File: config.mk
export PLATFORM = sky130hd
export DESIGN_NAME = mem_port_arbiter
export DESIGN_NICKNAME = d
export VERILOG_FILES = /design/src/rtl/mem_arb_pkg.sv /design/src/rtl/mem_tag_tracker.sv /design/src/rtl/mem_port_arbiter.sv
export SDC_FILE = /design/constraint.sdc
export NUM_CORES = 1
export LEC_CHECK = 0
export CELL_PAD_IN_SITES_DETAIL_PLACEMENT = 0
export CELL_PAD_IN_SITES_GLOBAL_PLACEMENT = 2
export CORE_MARGIN = 1.5
export CORE_UTILIZATION = 18
export CTS_BUF_LIST = sky130_fd_sc_hd__clkbuf_8 sky130_fd_sc_hd__clkbuf_16
export DETAILED_ROUTE_END_ITERATION = 8
export GPL_ROUTABILITY_DRIVEN = 0
export PLACE_DENSITY_LB_ADDON = 0.2
export REMOVE_ABC_BUFFERS = 1
export SYNTH_ARGS = -nofsm -noshare
export SYNTH_HDL_FRONTEND = slang
export SYNTH_HIERARCHICAL = 1
export SYNTH_SLANG_ARGS = --single-unit
File: constraint.sdc
create_clock -name clk -period 4.9 [get_ports clk]
set_input_delay 0.98 -clock clk [delete_from_list [all_inputs] [get_ports clk]]
set_output_delay 0.98 -clock clk [all_outputs]
set_load 0.01 [all_outputs]
File: src/rtl/mem_arb_pkg.sv
// Shared definitions for the memory port arbiter: bus command codes, arbitration sides and tag table size.
// The bus command macros are defined only if no other header has already provided them.
`ifndef BUS_NONE
`define BUS_NONE  2'h0
`define BUS_LOAD  2'h1
`define BUS_STORE 2'h2
`endif

package mem_arb_pkg;

  typedef enum logic {ARB_I, ARB_D} arb_side_e;

  localparam int MEM_TAG_NUM = 16;
  localparam int MEM_TAG_W   = $clog2(MEM_TAG_NUM);

  function automatic arb_side_e other_side(input arb_side_e s);
    return (s == ARB_I) ? ARB_D : ARB_I;
  endfunction

endpackage

File: src/rtl/mem_tag_tracker.sv
// Records which side owns each in-flight memory tag and steers returns back to that side.
// Flags a sticky error when a return names an idle tag or an accept reuses a busy one.
module mem_tag_tracker
  import mem_arb_pkg::*;
(
  input  logic                 clk,
  input  logic                 rst,
  input  logic                 acc_vld,
  input  logic [MEM_TAG_W-1:0] acc_tag,
  input  arb_side_e            acc_side,
  input  logic [MEM_TAG_W-1:0] ret_tag,
  output logic                 i_tag_vld,
  output logic                 d_tag_vld,
  output logic                 err_tag
);

  logic [MEM_TAG_NUM-1:0] vld_r;
  arb_side_e              owner_r [MEM_TAG_NUM];

  logic ret_any;
  logic ret_hit;
  logic ret_bad;
  logic acc_dup;

  assign ret_any = (ret_tag != '0);
  assign ret_hit = ret_any && vld_r[ret_tag];
  assign ret_bad = ret_any && !vld_r[ret_tag];
  // A tag returning in the same cycle it is handed out again is a legal recycle, not a reuse.
  assign acc_dup = acc_vld && vld_r[acc_tag] && !(ret_hit && (ret_tag == acc_tag));

  assign i_tag_vld = ret_hit && (owner_r[ret_tag] == ARB_I);
  assign d_tag_vld = ret_hit && (owner_r[ret_tag] == ARB_D);

  always_ff @(posedge clk or negedge rst) begin
    if (!rst) begin
      vld_r   <= '0;
      err_tag <= 1'b0;
      for (int t = 0; t < MEM_TAG_NUM; t++) begin
        owner_r[t] <= ARB_I;
      end
    end else begin
      if (ret_hit) begin
        vld_r[ret_tag] <= 1'b0;
      end
      // Later assignment lets a same-cycle re-accept win over the return clear.
      if (acc_vld) begin
        vld_r[acc_tag]   <= 1'b1;
        owner_r[acc_tag] <= acc_side;
      end
      if (ret_bad || acc_dup) begin
        err_tag <= 1'b1;
      end
    end
  end

endmodule

File: src/rtl/mem_port_arbiter.sv
// Shares the off-chip memory port between the I-fetch and D-memory sides with weighted round-robin
// plus starvation override. Optional performance counters are built when MEM_ARB_PERF_EN is defined.
module mem_port_arbiter
  import mem_arb_pkg::*;
#(
  parameter int I_WEIGHT     = 2,
  parameter int D_WEIGHT     = 2,
  parameter int STARVE_LIMIT = 8
`ifdef MEM_ARB_PERF_EN
  ,
  parameter int PERF_W       = 32
`endif
) (
  input  logic        clk,
  input  logic        rst,
  input  logic [1:0]  Imem_command_i,
  input  logic [63:0] Imem_addr_i,
  output logic [3:0]  Imem2proc_response_o,
  output logic        Imem_tag_vld_o,
  input  logic [1:0]  Dmem_command_i,
  input  logic [63:0] Dmem_addr_i,
  input  logic [63:0] Dmem_data_i,
  output logic [3:0]  Dmem2proc_response_o,
  output logic        Dmem_tag_vld_o,
  input  logic [3:0]  mem2proc_response_i,
  input  logic [3:0]  mem2proc_tag_i,
  output logic [1:0]  proc2mem_command_o,
  output logic [63:0] proc2mem_addr_o,
  output logic [63:0] proc2mem_data_o,
  output logic        err_tag_o
`ifdef MEM_ARB_PERF_EN
  ,
  output logic [PERF_W-1:0] perf_I_grant_o,
  output logic [PERF_W-1:0] perf_D_grant_o,
  output logic [PERF_W-1:0] perf_conflict_o
`endif
);

  localparam int SW   = $clog2(STARVE_LIMIT + 1);
  localparam int WMAX = (I_WEIGHT > D_WEIGHT) ? I_WEIGHT : D_WEIGHT;
  localparam int WW   = $clog2(WMAX + 1);

  localparam logic [SW-1:0] STARVE_MAX = SW'(STARVE_LIMIT);
  localparam logic [WW-1:0] I_WT       = WW'(I_WEIGHT);
  localparam logic [WW-1:0] D_WT       = WW'(D_WEIGHT);

  arb_side_e     prio_r;
  arb_side_e     grant;
  logic [WW-1:0] win_cnt_r;
  logic [SW-1:0] starve_i_r;
  logic [SW-1:0] starve_d_r;

  logic req_i;
  logic req_d;
  logic req_any;
  logic contend;
  logic starved_i;
  logic starved_d;
  logic override;
  logic accept;
  logic acc_i;
  logic acc_d;

  assign req_i     = (Imem_command_i != `BUS_NONE);
  assign req_d     = (Dmem_command_i != `BUS_NONE);
  assign req_any   = req_i || req_d;
  assign contend   = req_i && req_d;
  assign starved_i = (starve_i_r >= STARVE_MAX);
  assign starved_d = (starve_d_r >= STARVE_MAX);
  assign override  = starved_i ^ starved_d;

  always_comb begin
    grant = ARB_I;
    if (contend) begin
      if (override) begin
        grant = starved_d ? ARB_D : ARB_I;
      end else begin
        grant = prio_r;
      end
    end else if (req_d) begin
      grant = ARB_D;
    end
  end

  assign accept = rst && req_any && (mem2proc_response_i != 4'd0);
  assign acc_i  = accept && (grant == ARB_I);
  assign acc_d  = accept && (grant == ARB_D);

  // With no requester the I side is selected, so the command is BUS_NONE and the address is Imem_addr_i.
  assign proc2mem_command_o   = !rst ? `BUS_NONE :
                                ((grant == ARB_D) ? Dmem_command_i : Imem_command_i);
  assign proc2mem_addr_o      = (grant == ARB_D) ? Dmem_addr_i : Imem_addr_i;
  assign proc2mem_data_o      = Dmem_data_i;
  assign Imem2proc_response_o = (rst && req_i && (grant == ARB_I)) ? mem2proc_response_i : 4'd0;
  assign Dmem2proc_response_o = (rst && req_d && (grant == ARB_D)) ? mem2proc_response_i : 4'd0;

  always_ff @(posedge clk or negedge rst) begin
    if (!rst) begin
      prio_r     <= ARB_I;
      win_cnt_r  <= '0;
      starve_i_r <= '0;
      starve_d_r <= '0;
    end else begin
      if (contend) begin
        if (override) begin
          prio_r    <= other_side(grant);
          win_cnt_r <= '0;
        end else if ((win_cnt_r + 1'b1) == ((prio_r == ARB_I) ? I_WT : D_WT)) begin
          prio_r    <= other_side(prio_r);
          win_cnt_r <= '0;
        end else begin
          win_cnt_r <= win_cnt_r + 1'b1;
        end
      end

      if (!req_i || acc_i) begin
        starve_i_r <= '0;
      end else if (starve_i_r != STARVE_MAX) begin
        starve_i_r <= starve_i_r + 1'b1;
      end

      if (!req_d || acc_d) begin
        starve_d_r <= '0;
      end else if (starve_d_r != STARVE_MAX) begin
        starve_d_r <= starve_d_r + 1'b1;
      end
    end
  end

  mem_tag_tracker u_tag_tracker (
    .clk       (clk),
    .rst       (rst),
    .acc_vld   (accept),
    .acc_tag   (mem2proc_response_i),
    .acc_side  (grant),
    .ret_tag   (mem2proc_tag_i),
    .i_tag_vld (Imem_tag_vld_o),
    .d_tag_vld (Dmem_tag_vld_o),
    .err_tag   (err_tag_o)
  );

`ifdef MEM_ARB_PERF_EN
  always_ff @(posedge clk or negedge rst) begin
    if (!rst) begin
      perf_I_grant_o  <= '0;
      perf_D_grant_o  <= '0;
      perf_conflict_o <= '0;
    end else begin
      if (acc_i) begin
        perf_I_grant_o <= perf_I_grant_o + 1'b1;
      end
      if (acc_d) begin
        perf_D_grant_o <= perf_D_grant_o + 1'b1;
      end
      if (contend) begin
        perf_conflict_o <= perf_conflict_o + 1'b1;
      end
    end
  end
`endif

endmodule

Yosys cells after proc, flatten, opt, wreduce, memory -nomap -nowiden
Cells that the tools add are included.
{ "op_classes": {"n_addsub": 3, "order_cmp": 9, "eq_ne": 4, "n_mux": 35, "bitwise_logic": 8, "n_reduce_logical": 35} }
{ "ops": {"columns": ["cell", "n"], "rows": [
  ["$mux W64", 1],
  ["$mux W16", 2],
  ["$mux W4", 6],
  ["$logic_and A1 B1 Y1", 19],
  ["$and A16 B16 Y16", 1],
  ["$bwmux W16", 1],
  ["$not A16 Y16", 1],
  ["$or A16 B16 Y16", 1],
  ["$mux W1", 15],
  ["$bmux W1 S4", 3],
  ["$demux W1 S4", 3],
  ["$ge A5 B5 Y1 const B", 2],
  ["$lt A4 B5 Y1 const B", 2],
  ["$not A4 Y5", 2],
  ["$reduce_bool A2 Y1", 5],
  ["$add A4 B1 Y4 const B", 2],
  ["$ge A4 B1 Y1 const B", 2],
  ["$ge A4 B4 Y1 const B", 2],
  ["$mux W2", 4],
  ["$ne A4 B4 Y1 const B", 2],
  ["$reduce_bool A4 Y1", 2],
  ["$lt A5 B1 Y1 const B", 1],
  ["$eq A4 B4 Y1", 1],
  ["$logic_not A1 Y1", 4],
  ["6 further kinds", 10]
]} }
{ "totals": {"regBits": 44, "in_bits": 206, "output_inout_bits": 141, "wordCells": 116} }

Depth between registers and ports, before layout
{ "depth": {"ltp_word": 9, "depth_mapped": 7, "ltp_nobuf": 6} }

Modules after synthesis
Netlist, hierarchy kept.
{ "modules_own_cells": {"columns": ["mod", "n_inst", "cells_per_inst", "area_per_inst_um2", "seq_area_each_um2"], "rows": [
  ["mem_port_arbiter", 1, 222, 2040.7, 275.3],
  ["mem_tag_tracker", 1, 168, 1908.1, 825.8]
]} }

Worst setup path before layout
No wires, ideal clock.
{ "synth_path": {"path_type": "input port to output port", "start": "input port mem2proc_tag_i[1]", "end": "output port Imem_tag_vld_o", "arrival_ps": 2353, "t_required_ps": 3920, "slack_ps": 1567, "path_stages": 5, "path_buffers": 2, "path_cell_list": "buf_2 > buf_2 > mux4_2 > mux4_2 > nor3_2"} }
{ "synth_via": {"elab_chain_cells": 6, "word_cells_on_any_way": 10, "cone_classes": "mux (5); bitwise (2); reduce/logical (3)"} }
{ "synth_rtl": {"columns": ["element", "line", "rtl"], "rows": [
  ["start: declaration", "mem_port_arbiter.sv:26", "input logic [3:0] mem2proc_tag_i,"],
  ["$not A4 Y5 (not written as such)", "mem_tag_tracker.sv:31", "assign i_tag_vld = ret_hit && (owner_r[ret_tag] == ARB_I);"],
  ["$bmux W1 S4", "mem_tag_tracker.sv:31", null],
  ["$mux W1 (not written as such) (2 in a row)", "mem_tag_tracker.sv:31", null],
  ["$not A1 Y1", "mem_tag_tracker.sv:31", null],
  ["$logic_and A1 B1 Y1 *", "mem_tag_tracker.sv:31", null],
  ["end: declaration", "mem_port_arbiter.sv:19", "output logic Imem_tag_vld_o,"]
]} }
Mark *: on every way between the ends. The rest lies on a longest branch, timed or not. The select of a mux whose other input is x is not followed.

Final worst setup path
{ "layout_path": {"start": "input port mem2proc_tag_i[0]", "end": "output port Dmem_tag_vld_o"} }
{ "layout_via": {"elab_chain_cells": 5, "word_cells_on_any_way": 9, "cone_classes": "mux (5); bitwise (1); reduce/logical (3)"} }
{ "layout_rtl": {"columns": ["element", "line", "rtl"], "rows": [
  ["$not A4 Y5 (not written as such)", "mem_tag_tracker.sv:32", "assign d_tag_vld = ret_hit && (owner_r[ret_tag] == ARB_D);"],
  ["$bmux W1 S4", "mem_tag_tracker.sv:32", null],
  ["$mux W1 (not written as such) (2 in a row)", "mem_tag_tracker.sv:32", null],
  ["$logic_and A1 B1 Y1 *", "mem_tag_tracker.sv:32", null],
  ["end: declaration", "mem_port_arbiter.sv:24", "output logic Dmem_tag_vld_o,"]
]} }
Marked as above.

==> results.py <==
metrics = {
    "run_status": {
        "outcome": "finished clean",
    },
    "sta": {
        "slew-limit-headroom_pct": 50.77,
        "grt_setup_unrepaired": "false",
        "tns_ns": 0,
        "tightest_slew_ns": 0.7384,
        "worst_slack_ns": 0.3640,
        "final-max-slew-violation-count": 0,
        "clock_skew_ns": 0.01045,
        "setup_viol": 0,
        "hold_viol_final": 0,
        "post-route-min-period_ns": 4.536,
        "min_period_over_period_pct": 92.57,
        "fmax_mhz": 220.5,
        "holdWs_ns": 0.4822,
    },
    "clocking": {
        "clock_path_buffers": 2,
        "cts.sinks": 44,
        "cts_resized": 0,
        "clock_latency_ns": 0.30,
        "post-cts-setup-buffer-count": 0,
        "path_clk_slew_ns": 0.07,
        "cts-root-buf": "clkbuf_16",
        "cts_buffers": 5,
        "cts_hold_buf": 0,
        "htree_levels": 2,
        "cts_tree": "built",
    },
    "floorplanning": {
        "fp-row-count": 54,
        "initial_core_util_pct": 18.21,
        "die_y_um": 151.1,
        "pin_count": 347,
        "design.core.area_um2": 21690,
        "die_area_um2": 22840,
        "die_w_um": 151.1,
    },
    "routing": {
        "antenna_left": 0,
        "vias_per_cell": 4.332,
        "drt_iter0_markers": 126,
        "dr.pass1.iters": 6,
        "vias": 3565,
        "wl_per_cell_um": 21.78,
        "wl_um": 17930,
        "drcViolationCount": 0,
    },
    "global_route": {
        "grt_pass1_vias": 3674,
        "grt_max_degree": 65,
        "grt_pass1_wl_um": 25060,
        "antenna_found_initial": 0,
        "track_usage_pct": 15.36,
        "grt_overflow": 0,
    },
    "power_and_ir_drop": {
        "p_comb_share_pct": 54.5,
        "leakage_uw": 0.002368,
        "switching_share_pct": 33.71,
        "p_seq_share_pct": 27.2,
        "clkPwrFrac_pct": 18.3,
        "intPower_uw": 1492,
        "p_per_area_nw_per_um2": 368.1,
        "p_switching_uw": 758.8,
        "peakVddDrop_mv": 0.1747,
    },
    "synth": {
        "ys_types": 44,
        "synthArstFlopShare_pct": 100.0,
        "synth_area_um2": 3949,
        "synth_seq_cells": 44,
        "yosys-top-cells-area": "dfrtp_1 (28%), mux2_2 (24%), buf_4 (12%)",
        "yosys.area.top_type_share_pct": 27.88,
        "avgSynthCellArea_um2": 10.13,
        "synth_flop_cell": "dfrtp_1",
        "yosys.area.top_type": "dfrtp_1",
        "syn_inst": 390,
        "yosysSeqAreaShare_pct": 27.88,
        "synth_commonest_cells": "mux2_2 (83), buf_4 (65), dfrtp_1 (44), nand2_1 (36), o21ai_0 (20)",
        "yosysMostFrequentCell": "mux2_2",
        "synth-edff-count": 0,
        "synth_warnings": 6,
    },
    "placed_design": {
        "hpwl_um": 15010,
        "pre_cts_ws_ns": 0.3635,
        "port_buffers": 218,
        "dpl_cell_area_um2": 5938,
    },
    "setup_path": {
        "r2r_slack_ns": 3.17,
        "setup.worst_path.start_class": "input pin",
        "end_kind": "primary output",
        "cp_data_arrival_time_ns": 3.56,
        "r2r_end": "u_tag_tracker/err_tag$_DFFE_PN0P_",
        "r2r_start": "u_tag_tracker/vld_r[2]$_DFF_PN0_",
        "worstPathRequired_ns": 3.92,
        "endpoint": "Dmem_tag_vld_o",
        "crit_fanout": 14,
        "setup.worst_path.start": "mem2proc_tag_i[0]",
        "worstSetupPathType": "input pin to primary output",
        "r2r.worst_path.cells": 4,
    },
    "cells_and_area": {
        "num_antenna_cells": 0,
        "layout.nets": 752,
        "syn_to_final_growth_pct": 54.88,
        "final_design_area_no_fill_um2": 6116,
        "fin_util_pct": 28.20,
        "final_layout_size_suffix_gt1_share_pct": 22.28,
        "nFillCells": 2255,
    },
    "hold_path": {
        "min_path_type": "register to register",
    },
    "run": {
        "max_cap_violations": 0,
    },
}
[kinds of logic after synthesis]
kind of cell / after synthesis / share of synthesized area, %
compound gates: 45 / 8.112
xor+xnor: 10 / 2.218
fa+ha+maj: 4 / 1.267
buf+inv: 89 / 16.41
flops: 44 / 27.88
mux: 98 / 31.37
simple gates: 100 / 12.74
[per-layer routing]
layer  global-route usage, %  wire length [um]
met4                   3.398               200
met2                   22.88              7980
met5                   6.136               180
met3                   11.17              2776
met1                   17.14              6788
[power groups by stage]
stage	sequential [uW]	clock (uW)	combinational, uW
final	612	411	1230
after global placement	622	0	1230
after detailed placement	616	0	1240
after global routing	631	434	1320
after CTS	610	418	1250
after floorplan	572	0	678
[stage by stage]
| step | std cells | power (uW) |
|---|---|---|
| final | 823 | 2251 |
| after global routing | 823 | 2387 |
| after CTS | 823 | 2276 |
| after detailed placement | 815 | 1857 |
| after global placement | 815 | 1855 |
| after floorplan | 307 | 1250 |
[layout make-up]
cell class | instances | area (um^2) | share of cell area, %
clock inverter | 2 | 38.79 | 0.6342
multi-input combinational | 257 | 2200 | 35.97
timing repair buffer | 228 | 2265 | 37.03
inverter | 6 | 22.52 | 0.3682
clock buffer | 6 | 138.9 | 2.271
sequential | 44 | 1101 | 18.00
tap | 280 | 350.3 | 5.728
[critical path, stage by stage]
cell	delay, ns
clkdlybuf4s50_1	0.68
buf_4	0.29
mux4_2	0.55
a221oi_1	0.46
nor3b_1	0.09
clkdlybuf4s50_1	0.49
[flip-flops by register name, summed over array words and instances, names as in the netlist]
name	count
prio_r	1
starve_d_r	4
starve_i_r	4
u_tag_tracker/err_tag	1
u_tag_tracker/owner_r	16
u_tag_tracker/vld_r	16
win_cnt_r	2
[how the worst min path moves through the flow]
stage | from | endpoint | depth (start not counted)
final | u_tag_tracker/err_tag$_DFFE_PN0P_ | u_tag_tracker/err_tag$_DFFE_PN0P_ | 1
after global routing | u_tag_tracker/err_tag$_DFFE_PN0P_ | u_tag_tracker/err_tag$_DFFE_PN0P_ | 1
after CTS | u_tag_tracker/err_tag$_DFFE_PN0P_ | u_tag_tracker/err_tag$_DFFE_PN0P_ | 1
after detailed placement | u_tag_tracker/err_tag$_DFFE_PN0P_ | u_tag_tracker/err_tag$_DFFE_PN0P_ | 1
after global placement | u_tag_tracker/err_tag$_DFFE_PN0P_ | u_tag_tracker/err_tag$_DFFE_PN0P_ | 1
after floorplan | u_tag_tracker/vld_r[0]$_DFF_PN0_ | u_tag_tracker/vld_r[0]$_DFF_PN0_ | 1
[layout by cell type (no fill, tap or decap), drive strengths merged, types with 6 or more instances in the layout]
cell             n
mux4            12
nand2b          11
buf             11
nor2            19
nand3            8
mux2            83
o21ai           20
dfrtp           44
inv              6
a21oi            6
xor2             6
clkdlybuf4s50  217
o41ai            6
clkbuf           6
nand2           36
(Power assumes the default switching activity.)
